--- src/rtl/regs_arbiter_pkg.sv ---
// regs_arbiter_pkg: shared widths, register count and requester encodings
// for the register-file arbiter.
package regs_arbiter_pkg;
    localparam int DW = 16;
    localparam int AW = 4;
    localparam int NREG = 16;
    typedef enum logic {REQ_A = 1'b0, REQ_B = 1'b1} req_e;
    function automatic logic [NREG-1:0] onehot(input logic [AW-1:0] a);
        return NREG'(1) << a;
    endfunction
endpackage

--- src/rtl/regs_arbiter_rr_arb2.sv ---
// rr_arb2: two-way round-robin arbiter; the pointer names the requester that
// wins a tie and moves to the loser on every grant.
module rr_arb2
    import regs_arbiter_pkg::*;
(
    input  logic       clk,
    input  logic       rst,
    input  logic [1:0] i_elig,
    output logic [1:0] o_gnt
);
    req_e r_ptr;
    always_comb begin
        o_gnt[REQ_A] = i_elig[REQ_A] && (!i_elig[REQ_B] || r_ptr == REQ_A);
        o_gnt[REQ_B] = i_elig[REQ_B] && (!i_elig[REQ_A] || r_ptr == REQ_B);
    end
    always_ff @(posedge clk) begin
        if (rst)
            r_ptr <= REQ_A;
        else if (o_gnt[REQ_A])
            r_ptr <= REQ_B;
        else if (o_gnt[REQ_B])
            r_ptr <= REQ_A;
    end
endmodule

--- src/rtl/regs_arbiter.sv ---
// regs_arbiter: arbitrates two requesters onto a shared register file's
// two read ports and one write port, stalling reads of reserved registers.
module regs_arbiter
    import regs_arbiter_pkg::*;
(
    input  logic          clk,
    input  logic          rst,
    input  logic          rd_req_a,
    input  logic          rd_req_b,
    input  logic [AW-1:0] rd_ra0_a,
    input  logic [AW-1:0] rd_ra1_a,
    input  logic [AW-1:0] rd_ra0_b,
    input  logic [AW-1:0] rd_ra1_b,
    output logic          rd_gnt_a,
    output logic          rd_gnt_b,
    output logic          rd_vld_a,
    output logic          rd_vld_b,
    output logic [DW-1:0] rd_data0,
    output logic [DW-1:0] rd_data1,
    input  logic          wr_req_a,
    input  logic          wr_req_b,
    input  logic [AW-1:0] wr_addr_a,
    input  logic [AW-1:0] wr_addr_b,
    input  logic [DW-1:0] wr_data_a,
    input  logic [DW-1:0] wr_data_b,
    output logic          wr_gnt_a,
    output logic          wr_gnt_b,
    input  logic          rsv_a,
    input  logic          rsv_b,
    input  logic [AW-1:0] rsv_addr_a,
    input  logic [AW-1:0] rsv_addr_b,
    output logic [AW-1:0] rf_raddr0,
    output logic [AW-1:0] rf_raddr1,
    input  logic [DW-1:0] rf_rdata0,
    input  logic [DW-1:0] rf_rdata1,
    output logic          rf_wen,
    output logic [AW-1:0] rf_waddr,
    output logic [DW-1:0] rf_wdata
);
    logic [NREG-1:0] r_rsv;
    logic [NREG-1:0] w_set;
    logic [NREG-1:0] w_clr;
    logic [1:0]      w_rd_elig;
    logic [1:0]      w_rd_gnt;
    logic [1:0]      w_wr_elig;
    logic [1:0]      w_wr_gnt;
    logic            r_vld_a;
    logic            r_vld_b;
    logic [AW-1:0]   r_raddr0;
    logic [AW-1:0]   r_raddr1;

    rr_arb2 u_rd_arb (.clk(clk), .rst(rst), .i_elig(w_rd_elig), .o_gnt(w_rd_gnt));
    rr_arb2 u_wr_arb (.clk(clk), .rst(rst), .i_elig(w_wr_elig), .o_gnt(w_wr_gnt));

    // Eligibility is gated by rst so every grant-derived output drops during reset.
    always_comb begin
        w_rd_elig[REQ_A] = !rst && rd_req_a && !r_rsv[rd_ra0_a] && !r_rsv[rd_ra1_a];
        w_rd_elig[REQ_B] = !rst && rd_req_b && !r_rsv[rd_ra0_b] && !r_rsv[rd_ra1_b];
        w_wr_elig[REQ_A] = !rst && wr_req_a;
        w_wr_elig[REQ_B] = !rst && wr_req_b;
        rd_gnt_a  = w_rd_gnt[REQ_A];
        rd_gnt_b  = w_rd_gnt[REQ_B];
        wr_gnt_a  = w_wr_gnt[REQ_A];
        wr_gnt_b  = w_wr_gnt[REQ_B];
        rf_raddr0 = rd_gnt_a ? rd_ra0_a : rd_gnt_b ? rd_ra0_b : r_raddr0;
        rf_raddr1 = rd_gnt_a ? rd_ra1_a : rd_gnt_b ? rd_ra1_b : r_raddr1;
        rf_wen    = wr_gnt_a || wr_gnt_b;
        rf_waddr  = wr_gnt_a ? wr_addr_a : wr_gnt_b ? wr_addr_b : '0;
        rf_wdata  = wr_gnt_a ? wr_data_a : wr_gnt_b ? wr_data_b : '0;
        rd_vld_a  = r_vld_a && !rst;
        rd_vld_b  = r_vld_b && !rst;
        rd_data0  = rf_rdata0;
        rd_data1  = rf_rdata1;
        w_clr     = rf_wen ? onehot(rf_waddr) : '0;
        w_set     = (rsv_a ? onehot(rsv_addr_a) : '0) | (rsv_b ? onehot(rsv_addr_b) : '0);
    end

    // A new reservation overrides a same-edge clear of the same register.
    always_ff @(posedge clk) begin
        if (rst) begin
            r_rsv    <= '0;
            r_vld_a  <= 1'b0;
            r_vld_b  <= 1'b0;
            r_raddr0 <= '0;
            r_raddr1 <= '0;
        end else begin
            r_rsv    <= (r_rsv & ~w_clr) | w_set;
            r_vld_a  <= rd_gnt_a;
            r_vld_b  <= rd_gnt_b;
            r_raddr0 <= rf_raddr0;
            r_raddr1 <= rf_raddr1;
        end
    end
endmodule

--- config.mk ---
export PLATFORM = sky130hd
export DESIGN_NAME = regs_arbiter
export DESIGN_NICKNAME = d
export VERILOG_FILES = /design/src/rtl/regs_arbiter_pkg.sv /design/src/rtl/regs_arbiter_rr_arb2.sv /design/src/rtl/regs_arbiter.sv
export SDC_FILE = /design/constraint.sdc
export NUM_CORES = 1
export LEC_CHECK = 0
export CORE_MARGIN = 4
export CORE_UTILIZATION = 30
export DETAILED_ROUTE_END_ITERATION = 10
export GPL_ROUTABILITY_DRIVEN = 0
export HOLD_SLACK_MARGIN = 0.03
export PLACE_DENSITY = 0.7
export SETUP_SLACK_MARGIN = 0.5
export SYNTH_ARGS = -nofsm -noshare
export SYNTH_HDL_FRONTEND = slang
export SYNTH_SLANG_ARGS = --single-unit
--- constraint.sdc ---
create_clock -name clk -period 3.1 [get_ports clk]
set_clock_uncertainty 0.15 [all_clocks]
set_input_delay 0.31 -clock clk [delete_from_list [all_inputs] [get_ports clk]]
set_output_delay 0.31 -clock clk [all_outputs]
set_load 0.005 [all_outputs]
# Word-level counts from Yosys, hierarchy flattened
# Index checks and enable logic that the tools add are counted.
[totals]
ff_bits = 28
output_inout_bits = 67
[classes]
muxes = 23
shifts = 3
n_reduce_logical = 30
n_lt_le_gt_ge = 4
n_bitwise = 6
[ops]
columns = ["cell", "count"]
rows = [
  ["$mux 16", 5],
  ["$shl 1x4->16 const A", 3],
  ["$or 16x16->16", 2],
  ["$mux 4", 6],
  ["$lt 4x5->1 const B", 4],
  ["$and 16x16->16", 1],
  ["$bmux 1 s4", 4],
  ["$not 16->16", 1],
  ["$logic_and 1x1->1", 14],
  ["$logic_not 1->1", 9],
  ["$mux 1", 8],
  ["$logic_or 1x1->1", 5],
  ["$reduce_bool 2->1", 2],
  ["$not 1->1", 2],
]

# Logic depth before layout (Yosys ltp)
# Gate-level depths: netlist of the first run.
[logic_depth]
depth_word = 12
ltp_mapped = 9
depth_no_buf = 7

# Modules after synthesis
# From an unflattened synthesis of the first run, not the netlist that was laid out.
[hier_totals]
cells_unflattened = 271
hier_area_um2 = 2461.1
[modules_own_cells]
columns = ["module", "cells_per_inst", "area_per_inst_um2", "seq_area_each_um2", "n_inst"]
rows = [
  ["regs_arbiter", 259, 2343.5, 520.5, 1],
  ["rr_arb2", 6, 58.8, 20.0, 2],
]

# Least setup slack after synthesis of the first run
# No wires, ideal clock.
[synth_timing]
path_type = "in2out"
from = "input port rd_ra1_a[2]"
to = "output port rf_raddr0[0]"
setup_slack_ps = 251
arrival_ps = 2389
path_buffers = 3
stages = 9
path_cell_list = "clkbuf_1 -> mux4_2 -> mux2i_1 -> a22oi_1 -> a21oi_1 -> buf_2 -> buf_2 -> nor3b_1 -> a221o_1"
[synth_via]
elab_chain_len = 9
elab_cells_between_ends = 10
classes_between = "4 x mux; 6 x reduce/logical"
[synth_rtl]
columns = ["item", "line", "source"]
rows = [
  ["from (decl)", "regs_arbiter.sv:11", "input logic [AW-1:0] rd_ra1_a,"],
  ["$bmux 1 s4 (*)", "regs_arbiter.sv:57", "w_rd_elig[REQ_A] = !rst && rd_req_a && !r_rsv[rd_ra0_a] && !r_rsv[rd_ra1_a];"],
  ["$mux 1 (not written as such) (*)", "regs_arbiter.sv:57", ""],
  ["$logic_not 1->1 (*)", "regs_arbiter.sv:57", ""],
  ["$logic_and 1x1->1 (*)", "regs_arbiter.sv:57", ""],
  ["$logic_not 1->1", "regs_arbiter_rr_arb2.sv:14", "o_gnt[REQ_B] = i_elig[REQ_B] && (!i_elig[REQ_A] || r_ptr == REQ_B);"],
  ["$logic_or 1x1->1", "regs_arbiter_rr_arb2.sv:14", ""],
  ["$logic_and 1x1->1", "regs_arbiter_rr_arb2.sv:14", ""],
  ["$mux 4", "regs_arbiter.sv:65", "rf_raddr0 = rd_gnt_a ? rd_ra0_a : rd_gnt_b ? rd_ra0_b : r_raddr0;"],
  ["$mux 4 (*)", "regs_arbiter.sv:65", ""],
  ["to (decl)", "regs_arbiter.sv:32", "output logic [AW-1:0] rf_raddr0,"],
]
# Every way passes the cells marked *; elsewhere a longest branch is shown, timed or not. The select of a mux whose other input is x is not followed.

# Worst setup path in the final report of the first run
[layout_timing]
from = "register r_rsv[12]"
to = "output port rf_raddr1[1]"
[layout_via]
elab_chain_len = 10
elab_cells_between_ends = 24
classes_between = "10 x mux; 14 x reduce/logical"
[layout_rtl]
columns = ["item", "line", "source"]
rows = [
  ["from (decl)", "regs_arbiter.sv:40", "logic [NREG-1:0] r_rsv;"],
  ["from (signal assigned)", "regs_arbiter.sv:87", "r_rsv <= (r_rsv & ~w_clr) | w_set;"],
  ["$bmux 1 s4", "regs_arbiter.sv:57", ""],
  ["$mux 1 (not written as such)", "regs_arbiter.sv:57", ""],
  ["$logic_not 1->1", "regs_arbiter.sv:57", ""],
  ["$logic_and 1x1->1 (2 in a row)", "regs_arbiter.sv:57", ""],
  ["$logic_not 1->1", "regs_arbiter_rr_arb2.sv:14", ""],
  ["$logic_or 1x1->1", "regs_arbiter_rr_arb2.sv:14", ""],
  ["$logic_and 1x1->1", "regs_arbiter_rr_arb2.sv:14", ""],
  ["$mux 4", "regs_arbiter.sv:66", "rf_raddr1 = rd_gnt_a ? rd_ra1_a : rd_gnt_b ? rd_ra1_b : r_raddr1;"],
  ["$mux 4 (*)", "regs_arbiter.sv:66", ""],
  ["to (decl)", "regs_arbiter.sv:33", "output logic [AW-1:0] rf_raddr1,"],
]
# Marks and branches as above.

==> flow_summary.yaml, run 1 <==
power_and_ir_drop:
  power.density_mw_per_mm2: 296
  p_int_mw: 0.882
  peakVddDrop_mv: 0.182
  seqPwrFrac: 0.327
  swShare: 0.284
  combPwrFrac: 0.431
  p_leak_nw: 1.65
  p_sw_mw: 0.350
  p_clk_frac: 0.243
  p_total_mw: 1.23
setup_path:
  cp-end-kind: "output pin"
  max_stage_delay_ns: 0.46
  cpLargestDelayFamily: "multiplexers"
  critical_path.slowest_cell: "mux4_2"
  cp_data_required_time_ns: 2.64
  crit_type: "reg -> out"
  arrival_ns: 2.73
  worst_path_most_repeated_cell: "mux2_4"
  cp_max_fo: 6
  cp-start-kind: "register"
  path_cells: "mux4_2, mux2_4, mux2_4, nor4_4, buf_4, a21boi_4, buf_6, a221o_1, buf_2"
  worst-path-buf-inv: 3
sta:
  finalSetupViolCount: 7
  maxSlewViolCount: 0
  slew_headroom: 0.669
  fin_crit_sh: 1.03
  tightest_slew_ns: 0.489
  worst_slack_ns: -0.0949
  hold_viol_final: 0
  period_needed_ns: 3.19
  fin_setup_tns_ns: -0.396
  rsz0062_at_grt: "yes"
  timing.fmax_ghz: 0.313
cells_and_area:
  design_area_mm2: 0.00417
  final_common_cell: "clkdlybuf4s50_1"
  layout.cells.non_filler: 505
  final_layout_size_suffix_gt1_frac: 0.330
  diodes: 0
  postLayoutCoreUtil: 0.529
  syn_to_final_growth_pct: 67.7
  final_cell_mix: "86 x clkdlybuf4s50_1, 42 x buf_4, 26 x buf_6"
  final_nets: 508
synthesis:
  yosysWarnings: 0
  netlist_instances: 268
  synth_cell_types: 42
  synth_seq_cells: 28
  syn_area_per_cell_um2: 9.28
  synth-xor-area-share: 0
  synth_top_family_by_area: "compound AO/OA/AOI/OAI gates"
  synth_seq_area_share: 0.225
  synth_area_mm2: 0.00249
  synthMuxAreaShare: 0.180
  yosys.area_share.simple: 0.168
  synth_compound_area_frac: 0.284
  yosys.area_share.adder: 0
  syn-num-nets: 372
global_routing:
  grt_util_all_layers: 0.184
  grt_antenna_before_repair: 0
  grt.busiest_layer: "met2"
  overflow: 0
  grt.met1_usage: 0.224
  met3_usage: 0.0290
  grt_max_degree: 20
  first_global_vias: 2795
  grt_use_met2: 0.340
  grt_pass1_wl_um: 14700
die:
  ios: 171
  initial_utilization: 0.315
  num_rows: 32
  die-area_mm2: 0.00981
  core_area_mm2: 0.00789
  die_h_um: 99.1
  die_w_um: 99.1
place:
  hpwl_um: 7060
  io_buffers: 106
  dp.cells: 470
  placed_cell_area_mm2: 0.00368
status:
  violations: "negative setup slack"
  status: "finished with violations"
clock_network:
  cts_made_buffers: 3
  root_buffer: "clkbuf_8"
  cts_tree: "done"
  cts.clk_slew.worst_paths_ns: 0.11
  cts_buffer_depth: 2
  hold_buffers: 0
  htreeDepth: 1
  cts.sinks: 28
  clkLatencyLatePin_ns: 0.28
drt:
  remaining_drc_errors: 0
  drt-vias-per-instance: 5.44
  wirelength_um: 9590
  drtIter0Drc: 165
  ant_nets: 0
  drt_pass1_iterations: 4
  route.vias.total: 2749
  routedWlPerCell_um: 19.0
flow_run:
  cap_violations: 0
min_path:
  hold_path.class: "in -> reg"
tightest hold or removal path, stage by stage:
cell      delay, ns
clkbuf_2       0.15
buf_4          0.13
a221o_1        0.12
per-layer routing:
metal	routed length, um	part of all wire
met5	0	0
met4	128	0.013
met3	560	0.058
met2	5100	0.53
met1	3800	0.40
worst paths after layout:
check	startpoint	endpoint	slack, ns	cells past startpoint
min reg2reg	r_rsv[0]	r_rsv[0]	0.36	2
max	r_rsv[12]	rf_raddr1[1]	-0.09	9
min	rd_ra1_b[2]	r_raddr1[2]	0.31	3
max reg2reg	r_rsv[7]	r_raddr1[1]	-0.02	16
stage by stage:
step | hold WS (ns) | worst slack (ns)
detailed placement | 0.327 | -0.768
finish | 0.307 | -0.0949
global route | 0.327 | -0.162
CTS | 0.338 | -0.115
floorplan | 0.270 | 0.329
global placement | 0.310 | -0.669
registers in the layout (all words and copies together), names as in the netlist:
| name | flops |
|---|---|
| r_vld_b | 1 |
| r_rsv | 16 |
| r_raddr0 | 4 |
| u_wr_arb.r_ptr | 1 |
| r_vld_a | 1 |
| u_rd_arb.r_ptr | 1 |
| r_raddr1 | 4 |
power by group through the flow:
stage	sequential, mW	combinational (mW)	clock, mW
6_report	0.403	0.531	0.299
2_1_floorplan	0.405	0.227	0
4_1_cts	0.400	0.502	0.299
5_1_grt	0.406	0.564	0.316
3_5_place_dp	0.408	0.459	0
3_3_place_gp	0.408	0.449	0
timing repair:
action,4_1_cts,5_1_grt
setup endpoints to repair,42,41
setup buffers,20,8
cloned,3,0
gates resized for setup,87,23
pin swaps,14,11
cell type report:
type | instances | area, um^2
Sequential cell | 28 | 569
Inverter | 5 | 18.8
Clock buffer | 3 | 41.3
Multi-Input combinational cell | 186 | 1670
Tap cell | 102 | 128
Fill cell | 709 | 3720
Clock inverter | 1 | 30.0
Timing Repair Buffer | 180 | 1720
synth_stat cells:
library cell   n  area share
a2111o_1       1      0.0045
a211oi_1       2      0.0060
a21boi_0       2      0.0060
a21boi_2       1      0.0045
a21boi_4       1      0.0075
a21oi_1       14       0.028
a221o_1       14       0.056
a22o_1        19       0.067
a22oi_1       15       0.045
a31oi_1        4       0.010
and2_1         1      0.0025
and3_1         4       0.010
and3b_1        2      0.0070
buf_1          2      0.0030
buf_2          5       0.010
buf_4         32       0.097
buf_6          3       0.014
clkbuf_1       8       0.012
dfxtp_1       28        0.23
inv_1          5      0.0075
mux2_2         4       0.018
mux2_4         1      0.0060
mux2i_1        6       0.024
mux4_1         3       0.032
mux4_2        11        0.10
nand2_1        8       0.012
nand2b_1       3      0.0075
nand3_1        9       0.018
nor2_1        10       0.015
nor2b_1        7       0.018
nor3b_1       10       0.030
nor4_4         1      0.0086
nor4b_1        7       0.025
nor4bb_1       1      0.0040
o21a_1         1      0.0030
o21ai_0       13       0.026
o311a_1        1      0.0040
o311ai_0       1      0.0035
o31ai_1        4       0.012
or2_2          1      0.0025
or3_1          2      0.0050
or4_1          1      0.0030
cell families after synthesis:
logic type | Yosys count
AOI/OAI and AO/OA | 93
and+or+nand+nor | 67
buffers and inverters | 55
DFF | 28
muxes | 25
No activity file was read; power rests on OpenSTA's default activity.
==> inputs of run 2 (changes only) <==
- CTS_CLUSTER_DIAMETER: not set -> 40
==> results of run 2 <==
No change in the layout: final DEF, timing and power equal those of run 1.
